**src/rtl/sp_bram_pkg.sv**
```systemverilog
// Shared definitions for the SP BRAM mailbox command writer: FSM encoding,
// BRAM byte-enable constants and the status reported when polling gives up.
package sp_bram_pkg;

  typedef enum logic [5:0] {
    IDLE,
    WR_ARG,
    WR_START,
    POLL_RD,
    POLL_CHK,
    CLR_DONE,
    CLR_START,
    RESP
  } state_e;

  localparam int unsigned WORD_BYTES     = 4;
  localparam logic [3:0]  WE_ALL         = 4'hF;
  localparam logic [31:0] TIMEOUT_STATUS = 32'hFFFF_FFFF;

endpackage

```
**src/rtl/sp_bram_cmd_writer.sv**
```systemverilog
// Writes a command's arguments and start word into the SP BRAM mailbox, polls the done word
// and returns its status. One command in flight; cmd_ready only in IDLE, latency NUM_VAR+4+2k.
module sp_bram_cmd_writer
  import sp_bram_pkg::*;
#(
  parameter int unsigned NUM_VAR    = 8,
  parameter int unsigned DATA_WIDTH = 32,
  parameter int unsigned START_ADDR = 0,
  parameter int unsigned ARG_BASE   = 4,
  parameter int unsigned DONE_ADDR  = 252,
  parameter int unsigned POLL_LIMIT = 0
) (
  input  logic                            clk,
  input  logic                            rst,
  input  logic                            cmd_valid,
  output logic                            cmd_ready,
  input  logic [NUM_VAR*DATA_WIDTH-1:0]   cmd_args,
  input  logic [DATA_WIDTH-1:0]           start_val,
  output logic                            busy,
  output logic                            rsp_valid,
  output logic [DATA_WIDTH-1:0]           rsp_status,
  output logic [31:0]                     addr_sp_bram,
  output logic                            enable_sp_bram,
  output logic [3:0]                      w_enable_sp_bram,
  output logic [DATA_WIDTH-1:0]           data_in_sp_bram,
  input  logic [DATA_WIDTH-1:0]           data_out_sp_bram
);

  localparam int CNT_W = $clog2(NUM_VAR + 1);
  localparam int IDX_W = (NUM_VAR > 1) ? $clog2(NUM_VAR) : 1;

  typedef logic [NUM_VAR-1:0][DATA_WIDTH-1:0] args_t;

  state_e                state_q, state_d;
  args_t                 args_q, args_d;
  logic [DATA_WIDTH-1:0] start_q, start_d;
  logic [CNT_W-1:0]      cnt_q, cnt_d;
  logic [31:0]           poll_q, poll_d;
  logic [DATA_WIDTH-1:0] status_q, status_d;
  logic                  rsp_valid_q, rsp_valid_d;
  logic [DATA_WIDTH-1:0] rsp_status_q, rsp_status_d;
  logic [31:0]           addr_q, addr_d;
  logic                  en_q, en_d;
  logic [3:0]            we_q, we_d;
  logic [DATA_WIDTH-1:0] wdata_q, wdata_d;
  logic [IDX_W-1:0]      idx_d;

  always_comb begin
    state_d  = state_q;
    args_d   = args_q;
    start_d  = start_q;
    cnt_d    = cnt_q;
    poll_d   = poll_q;
    status_d = status_q;

    case (state_q)
      IDLE: begin
        if (cmd_valid) begin
          args_d  = cmd_args;
          start_d = (start_val == '0) ? DATA_WIDTH'(1) : start_val;
          cnt_d   = '0;
          poll_d  = '0;
          state_d = WR_ARG;
        end
      end
      WR_ARG: begin
        if (cnt_q == CNT_W'(NUM_VAR - 1)) begin
          state_d = WR_START;
        end else begin
          cnt_d = cnt_q + CNT_W'(1);
        end
      end
      WR_START: state_d = POLL_RD;
      POLL_RD: begin
        // Saturate rather than wrap so an unlimited poll never aliases a limit.
        if (poll_q != '1) poll_d = poll_q + 32'd1;
        state_d = POLL_CHK;
      end
      POLL_CHK: begin
        if (data_out_sp_bram != '0) begin
          status_d = data_out_sp_bram;
          state_d  = CLR_DONE;
        end else if (POLL_LIMIT != 0 && poll_q == 32'(POLL_LIMIT)) begin
          status_d = TIMEOUT_STATUS;
          state_d  = CLR_DONE;
        end else begin
          state_d = POLL_RD;
        end
      end
      CLR_DONE:  state_d = CLR_START;
      CLR_START: state_d = RESP;
      RESP:      state_d = IDLE;
      default:   state_d = IDLE;
    endcase

    // Bus and response outputs are decoded from the next state and registered,
    // so each state's BRAM access is on the pins for exactly that state's cycle.
    rsp_valid_d  = (state_d == RESP);
    rsp_status_d = (state_d == RESP) ? status_d : rsp_status_q;
    addr_d       = '0;
    en_d         = 1'b0;
    we_d         = '0;
    wdata_d      = '0;
    idx_d        = cnt_d[IDX_W-1:0];

    case (state_d)
      WR_ARG: begin
        addr_d  = 32'(ARG_BASE) + 32'(cnt_d) * 32'(WORD_BYTES);
        en_d    = 1'b1;
        we_d    = WE_ALL;
        wdata_d = args_d[idx_d];
      end
      WR_START: begin
        addr_d  = 32'(START_ADDR);
        en_d    = 1'b1;
        we_d    = WE_ALL;
        wdata_d = start_d;
      end
      POLL_RD: begin
        addr_d = 32'(DONE_ADDR);
        en_d   = 1'b1;
      end
      CLR_DONE: begin
        addr_d = 32'(DONE_ADDR);
        en_d   = 1'b1;
        we_d   = WE_ALL;
      end
      CLR_START: begin
        addr_d = 32'(START_ADDR);
        en_d   = 1'b1;
        we_d   = WE_ALL;
      end
      default: ;
    endcase
  end

  always_ff @(posedge clk or posedge rst) begin
    if (rst) begin
      state_q      <= IDLE;
      args_q       <= '0;
      start_q      <= '0;
      cnt_q        <= '0;
      poll_q       <= '0;
      status_q     <= '0;
      rsp_valid_q  <= 1'b0;
      rsp_status_q <= '0;
      addr_q       <= '0;
      en_q         <= 1'b0;
      we_q         <= '0;
      wdata_q      <= '0;
    end else begin
      state_q      <= state_d;
      args_q       <= args_d;
      start_q      <= start_d;
      cnt_q        <= cnt_d;
      poll_q       <= poll_d;
      status_q     <= status_d;
      rsp_valid_q  <= rsp_valid_d;
      rsp_status_q <= rsp_status_d;
      addr_q       <= addr_d;
      en_q         <= en_d;
      we_q         <= we_d;
      wdata_q      <= wdata_d;
    end
  end

  assign cmd_ready        = (state_q == IDLE);
  assign busy             = (state_q != IDLE);
  assign rsp_valid        = rsp_valid_q;
  assign rsp_status       = rsp_status_q;
  assign addr_sp_bram     = addr_q;
  assign enable_sp_bram   = en_q;
  assign w_enable_sp_bram = we_q;
  assign data_in_sp_bram  = wdata_q;

endmodule
```
**config.mk**
```make
export PLATFORM = sky130hd
export DESIGN_NAME = sp_bram_cmd_writer
export DESIGN_NICKNAME = d
export VERILOG_FILES = /design/src/rtl/sp_bram_pkg.sv /design/src/rtl/sp_bram_cmd_writer.sv
export SDC_FILE = /design/constraint.sdc
export NUM_CORES = 1
export LEC_CHECK = 0
export ABC_AREA = 1
export CORE_MARGIN = 3
export CORE_UTILIZATION = 40
export DETAILED_ROUTE_END_ITERATION = 8
export PLACE_DENSITY = 0.67
export SLEW_MARGIN = 40
export SYNTH_ARGS = -nofsm -noshare
export SYNTH_HDL_FRONTEND = slang
export SYNTH_SLANG_ARGS = --single-unit
```
**constraint.sdc**
```tcl
create_clock -name clk -period 14.5 [get_ports clk]
set_clock_uncertainty 0.05 [all_clocks]
set_input_delay 2.9 -clock clk [delete_from_list [all_inputs] [get_ports clk]]
set_output_delay 2.9 -clock clk [all_outputs]
set_load 0.02 [all_outputs]
```
; ---- After elaboration in Yosys (flattened, before gate mapping)
; Cells that the tools add are included.
[classes]
add_sub_neg = 2
multipliers = 0
div = 0
order_cmp = 1
n_eq_ne = 13
shifts = 0
n_mux = 20
bitwise_logic = 0
n_reduce_logical = 7
[ops]
columns = op, n
row1 = $mux W256, 2
row2 = $mux W32, 6
row3 = $bmux W32 S3, 1
row4 = $pmux W32 S2, 1
row5 = $pmux W6 S7, 1
row6 = $eq A6 B3 Y1 const B, 6
row7 = $logic_not A32 Y1, 1
row8 = $reduce_bool A32 Y1, 1
row9 = $eq A6 B2 Y1 const B, 4
row10 = $pmux W8 S2, 1
row11 = $eq A6 B1 Y1 const B, 2
row12 = $mux W4, 3
row13 = $mux W6, 2
row14 = $pmux W4 S2, 1
row15 = $add A3 B6 Y7 const A, 1
row16 = $logic_not A6 Y1, 1
row17 = $reduce_bool A6 Y1, 1
row18 = $reduce_or A5 Y1, 1
row19 = $add A4 B1 Y4 const B, 1
row20 = $eq A4 B3 Y1 const B, 1
row21 = $lt A3 B4 Y1 const B, 1
row22 = $reduce_or A4 Y1, 1
row23 = $mux W3, 1
row24 = $reduce_or A2 Y1, 1
row25 = $mux W1, 1
[totals]
regBits = 432
latch_bits = 0
ramBits = 0
mem_bits_ro = 0
out_inout_bits = 104
n_memories = 0

; ---- Longest topological paths before layout
[logic_depth]
word_depth = 6
depth_mapped = 14
mapped_depth_nobuf = 12

; ---- Worst setup path after synthesis
; No wires, ideal clock.
[synth_timing]
kind = input -> register
from = input port cmd_valid
to = register addr_q[4] (netlist: addr_sp_bram[4])
setup_time_ns = 0.132
arrival_time_ns = 4.360
setup_slack_ns = 9.958
path_stages = 12
cell_sequence = buf_2 inv_2 nand4_1 nand3_2 nand2_1 nand2_2 buf_6 buf_4 ha_1 or2_2 nand3_1 nand2_1
[synth_between]
elab_cells_between_ends = 10
[synth_lines]
columns = item, line
row1 = from (decl), sp_bram_cmd_writer.sv:15  ; input logic cmd_valid,
row2 = $mux W4, sp_bram_cmd_writer.sv:58  ; if (cmd_valid) begin
row3 = $pmux W4 S2, sp_bram_cmd_writer.sv:56  ; case (state_q)
row4 = via cnt_d[1], sp_bram_cmd_writer.sv:37  ; logic [CNT_W-1:0] cnt_q, cnt_d;
row5 = $add A3 B6 Y7, sp_bram_cmd_writer.sv:108  ; addr_d = 32'(ARG_BASE) + 32'(cnt_d) * 32'(WORD_BYTES);
row6 = $pmux W8 S2, sp_bram_cmd_writer.sv:106  ; case (state_d)
row7 = via addr_d[4], sp_bram_cmd_writer.sv:42  ; logic [31:0] addr_q, addr_d;
row8 = to (signal assigned), sp_bram_cmd_writer.sv:160  ; addr_q <= addr_d;
row9 = to (decl), sp_bram_cmd_writer.sv:42
; The timed path passes the listed nets, and every way through them passes these cells.
; A chain may end at the register's enable or synchronous reset.

; ---- Final worst setup path
[layout_timing]
from = input port cmd_valid
to = register wdata_q[28] (netlist: data_in_sp_bram[28])
[layout_between]
elab_chain_len = 5
elab_cells_between_ends = 13
[layout_rtl]
columns = item, line
row1 = $mux W4 or $mux W256 (tied branches), sp_bram_cmd_writer.sv:58
row2 = $pmux W4 S2 or $mux W256 (tied branches), sp_bram_cmd_writer.sv:56
row3 = $bmux W32 S3, sp_bram_cmd_writer.sv:111  ; wdata_d = args_d[idx_d];
row4 = $mux W32 (not written as such), sp_bram_cmd_writer.sv:111
row5 = $pmux W32 S2 (*), sp_bram_cmd_writer.sv:106
row6 = via wdata_d[28], sp_bram_cmd_writer.sv:45  ; logic [DATA_WIDTH-1:0] wdata_q, wdata_d;
row7 = to (signal assigned), sp_bram_cmd_writer.sv:163  ; wdata_q <= wdata_d;
row8 = to (decl), sp_bram_cmd_writer.sv:45
; Mark *: on every way through the listed nets, which the timed path passes. The rest lies on a longest branch. The select of a mux whose other input is x is not followed.

==> summary.txt <==
================================================================================
Starting DRT DRC Count                                                      1511
Die ar.                                                                55300 um2
Maximum vdd ir drop                                                  0.0000829 V
Buffers inserted during post-CTS setup optimization                            0
Worst setup slack for register-to-register paths                        10.99 ns
Setup slack of the critical path after layout                            8.68 ns
CTS resizes                                                                    0
Total gr overflow                                                              0
Hold endpoint                                                       status_q[19]
Async set-reset flop share out of synthesis                                 100%
Leading post-synthesis cells by cell area                           sky130_fd_sc_hd__dfrtp_1, sky130_fd_sc_hd__nand2_1, sky130_fd_sc_hd__inv_1
Status                                                                 completed
Worst Min Path Start                                                status_q[19]
Type of the worst min-delay path                                    flop to flop
Sequential-to-total area share from yosys stat                             48.0%
Number of sinks handled by clock tree synthesis                              403
TritonCTS Buffers                                                             47
Critical path's slowest cell                                        sky130_fd_sc_hd__buf_4
Main flop type after synthesis                                      sky130_fd_sc_hd__dfrtp_1
Hold buffers post-CTS                                                          0
Number of maximum-capacitance constraint violations                            0
Vias in the first global route                                             18200
Total global routing track utilization                                     25.0%
Sum of net half-perimeters after detailed placement                     49300 um
Data arrival time at the worst-slack endpoint                            6.24 ns
Power density over the cells                                          122 nW/um2
Y dimension of the die                                                    235 um
Per-instance average area after synthesis                               7.23 um2
Biggest area consumer among synthesized cells                       sky130_fd_sc_hd__dfrtp_1
Vias                                                                       18400
Routed WL per cell                                                       17.7 um
Count of mapped cells out of synthesis                                      2905
Most used standard cells in the synthesized netlist                 sky130_fd_sc_hd__nand2_1, sky130_fd_sc_hd__inv_1, sky130_fd_sc_hd__dfrtp_1
Type of the worst setup path                                        input pin to flop
Number of enable-type register cells in the synthesized netlist                0
Worst skew pair latency                                                  0.59 ns
Final instance area                                                    26800 um2
Placed inst area                                                       25200 um2
Largest stage delay on the critical path                                 0.71 ns
Fraction of layout cells with a size suffix above 1                        3.96%
Number of nets in the final layout                                          3552
Clock Tree Root                                                     sky130_fd_sc_hd__clkbuf_16
Clock Pin Slew Worst Setup and Hold Paths                                0.06 ns
First-pass GRT wire length                                             107000 um
Clock period minus final worst setup slack                               5.82 ns
Synthesized cell area                                                  21000 um2
CTS tree                                                                   built
Count of pins on the block boundary                                          427
Pre-Repair DR Iteration Count                                                  6
Worst setup SP type                                                    input pin
Largest net degree at the start of global routing                            214
Cell leakage power                                                       14.5 nW
Initial antenna violation count                                                9
Width of the die                                                          235 um
Post-route ant nets                                                            0
Largest delay contributor family on the critical path               buffers and inverters
Actual transition at the worst max-transition pin                       0.835 ns
Area growth from synthesis to final layout                                 27.6%
Critical path required time                                             14.93 ns
H-tree depth reported by CTS                                                   2
Critical Path, Cell by Cell                                         clkdlybuf4s50_1 > buf_4 > inv_2 > nor2_4 > buf_12 > buf_4 > nand2_1 > nand2_1 > nand3_1 > nand3_1 > nand3_1 > nand3_1 > nand2_1
# rows                                                                        83
Count of yosys warnings during synthesis                                       0
Final Hold Fails                                                               0
Post-detailed-routing wire length                                       70000 um
Startpoint of the worst register-to-register path                     state_q[2]
Detailed-route vias per instance                                            4.66
Fraction of synthesized cell area taken by the top area cell type          48.0%
Unrepaired setup endpoints after global routing                               no
Cells on Worst Hold Path                                                       2
WP buf/inv                                                                     5
Final weighted congestion of routability-driven global placement           0.859
PortBufs                                                                     400
Critical Path Sink Type                                                     flop
Flip-flop and latch count after synthesis                                    403
Most frequent cell on the critical path                             sky130_fd_sc_hd__nand3_1
Highest achievable clock rate                                            172 MHz
Depth of the worst register-to-register path                                  12
Detailed-route DRC error count                                                 0
Sum of negative setup slack                                                 0 ns
Number of distinct library cells after synthesis                              33
Core footprint                                                         51600 um2
Total of endpoints with negative setup slack in the final report               0
CP Max Fanout                                                                103
Share of the cycle needed by the critical path after routing               40.1%
Worst slack after detailed placement                                     7.81 ns
Starting utilization of the core area                                      40.7%
Slew HR                                                                    44.3%
Max Root-Sink Buffers                                                          3
Final-report max-slew violation count                                          0
Cell with the most instances after synthesis                        sky130_fd_sc_hd__nand2_1
Crit Reg-Reg Endpoint                                               data_in_sp_bram[13]
================================================================================
[flip-flops by register name (all words and copies together), names as in the netlist]
signal and flops:
w_enable_sp_bram 1, args_q 256, rsp_valid 1, cnt_q 4, state_q 6, rsp_status 32, enable_sp_bram 1, addr_sp_bram 6
status_q 32, data_in_sp_bram 32, start_q 32
[worst register-to-register path: cells and delay by family (launching register included)]
family | cells | cell delay (ns)
buf+inv | 2 | 1.35
flops | 1 | 0.39
simple gates | 10 | 1.61
[how the worst max path moves through the flow]
stage | slack, ns | startpoint | depth (start not counted) | endpoint
6_report | 8.68 | cmd_valid | 13 | data_in_sp_bram[28]
5_1_grt | 8.42 | cmd_valid | 13 | data_in_sp_bram[9]
4_1_cts | 8.46 | cmd_valid | 13 | data_in_sp_bram[28]
3_5_place_dp | 7.81 | cmd_valid | 13 | data_in_sp_bram[29]
3_3_place_gp | 7.82 | cmd_valid | 13 | data_in_sp_bram[29]
2_1_floorplan | 0.34 | rst | 1 | addr_sp_bram[2]
[through the flow]
step / power [mW] / util (%) / cells / hold WS (ns)
2_1_floorplan: 1.83 / - / 2933 / 0.388
3_3_place_gp: 2.07 / 48.7 / 3854 / 0.400
3_5_place_dp: 2.09 / 48.8 / 3856 / 0.405
4_1_cts: 3.28 / 51.7 / 3938 / 0.419
5_1_grt: 3.44 / 51.9 / 3943 / 0.441
6_report: 3.26 / 51.9 / 3945 / 0.417
[layer usage]
| layer | GRT usage [%] | wire length [um] | up-vias |
|---|---|---|---|
| met4 | 11.4 | 3330 | 8 |
| met3 | 6.41 | 5280 | 143 |
| met1 | 33.6 | 30400 | 8511 |
| met5 | 0 | 52 | - |
| met2 | 38.1 | 31000 | 549 |
| li1 | - | - | 9192 |
[kinds of logic after synthesis]
logic type | synth area share [%]
compound gates | 4.47
other cells | 0.0179
simple gates | 31.0
buf+inv | 16.3
flops | 48.0
xor+xnor | 0.0417
fa+ha+maj | 0.119
[cell usage in the layout, fill, tap and decap left out, types with 3 or more instances in the layout]
master,synthesis,routed
sky130_fd_sc_hd__bufinv_16,0,3
sky130_fd_sc_hd__nor2_4,6,6
sky130_fd_sc_hd__dfrtp_1,403,403
sky130_fd_sc_hd__nand2_1,1027,1024
sky130_fd_sc_hd__nor2_2,3,3
sky130_fd_sc_hd__o21ai_1,33,32
sky130_fd_sc_hd__nor2_1,94,94
sky130_fd_sc_hd__clkinv_2,0,10
sky130_fd_sc_hd__or2_2,3,3
sky130_fd_sc_hd__and2_1,31,31
sky130_fd_sc_hd__diode_2,0,5
sky130_fd_sc_hd__clkbuf_16,0,47
sky130_fd_sc_hd__inv_1,623,621
sky130_fd_sc_hd__clkdlybuf4s50_1,0,400
sky130_fd_sc_hd__clkbuf_8,0,11
sky130_fd_sc_hd__nand3_1,362,362
sky130_fd_sc_hd__buf_6,8,3
sky130_fd_sc_hd__clkbuf_1,14,9
sky130_fd_sc_hd__buf_4,60,15
sky130_fd_sc_hd__inv_2,7,7
sky130_fd_sc_hd__buf_12,0,4
sky130_fd_sc_hd__nor3_1,4,4
sky130_fd_sc_hd__nor4_1,5,5
sky130_fd_sc_hd__o21a_1,96,96
sky130_fd_sc_hd__conb_1,1,29
sky130_fd_sc_hd__nand4_1,9,9
[power breakdown]
part / internal (mW) / total (mW) / switching [mW]
registers: 1.29 / 1.34 / 0.0504
logic: 0.287 / 0.729 / 0.442
clock network: 0.705 / 1.19 / 0.483
total: 2.28 / 3.26 / 0.976
[cell type report]
class | instances | area, um2
Fill cell | 5020 | 24800
Antenna cell | 5 | 12.5
Sequential cell | 403 | 10100
Timing Repair Buffer | 424 | 4290
Clock buffer | 67 | 1360
Clock inverter | 15 | 176
Multi-Input combinational cell | 1721 | 7640
Tap cell | 680 | 851
Inverter | 630 | 2370
(Power assumes the default switching activity.)
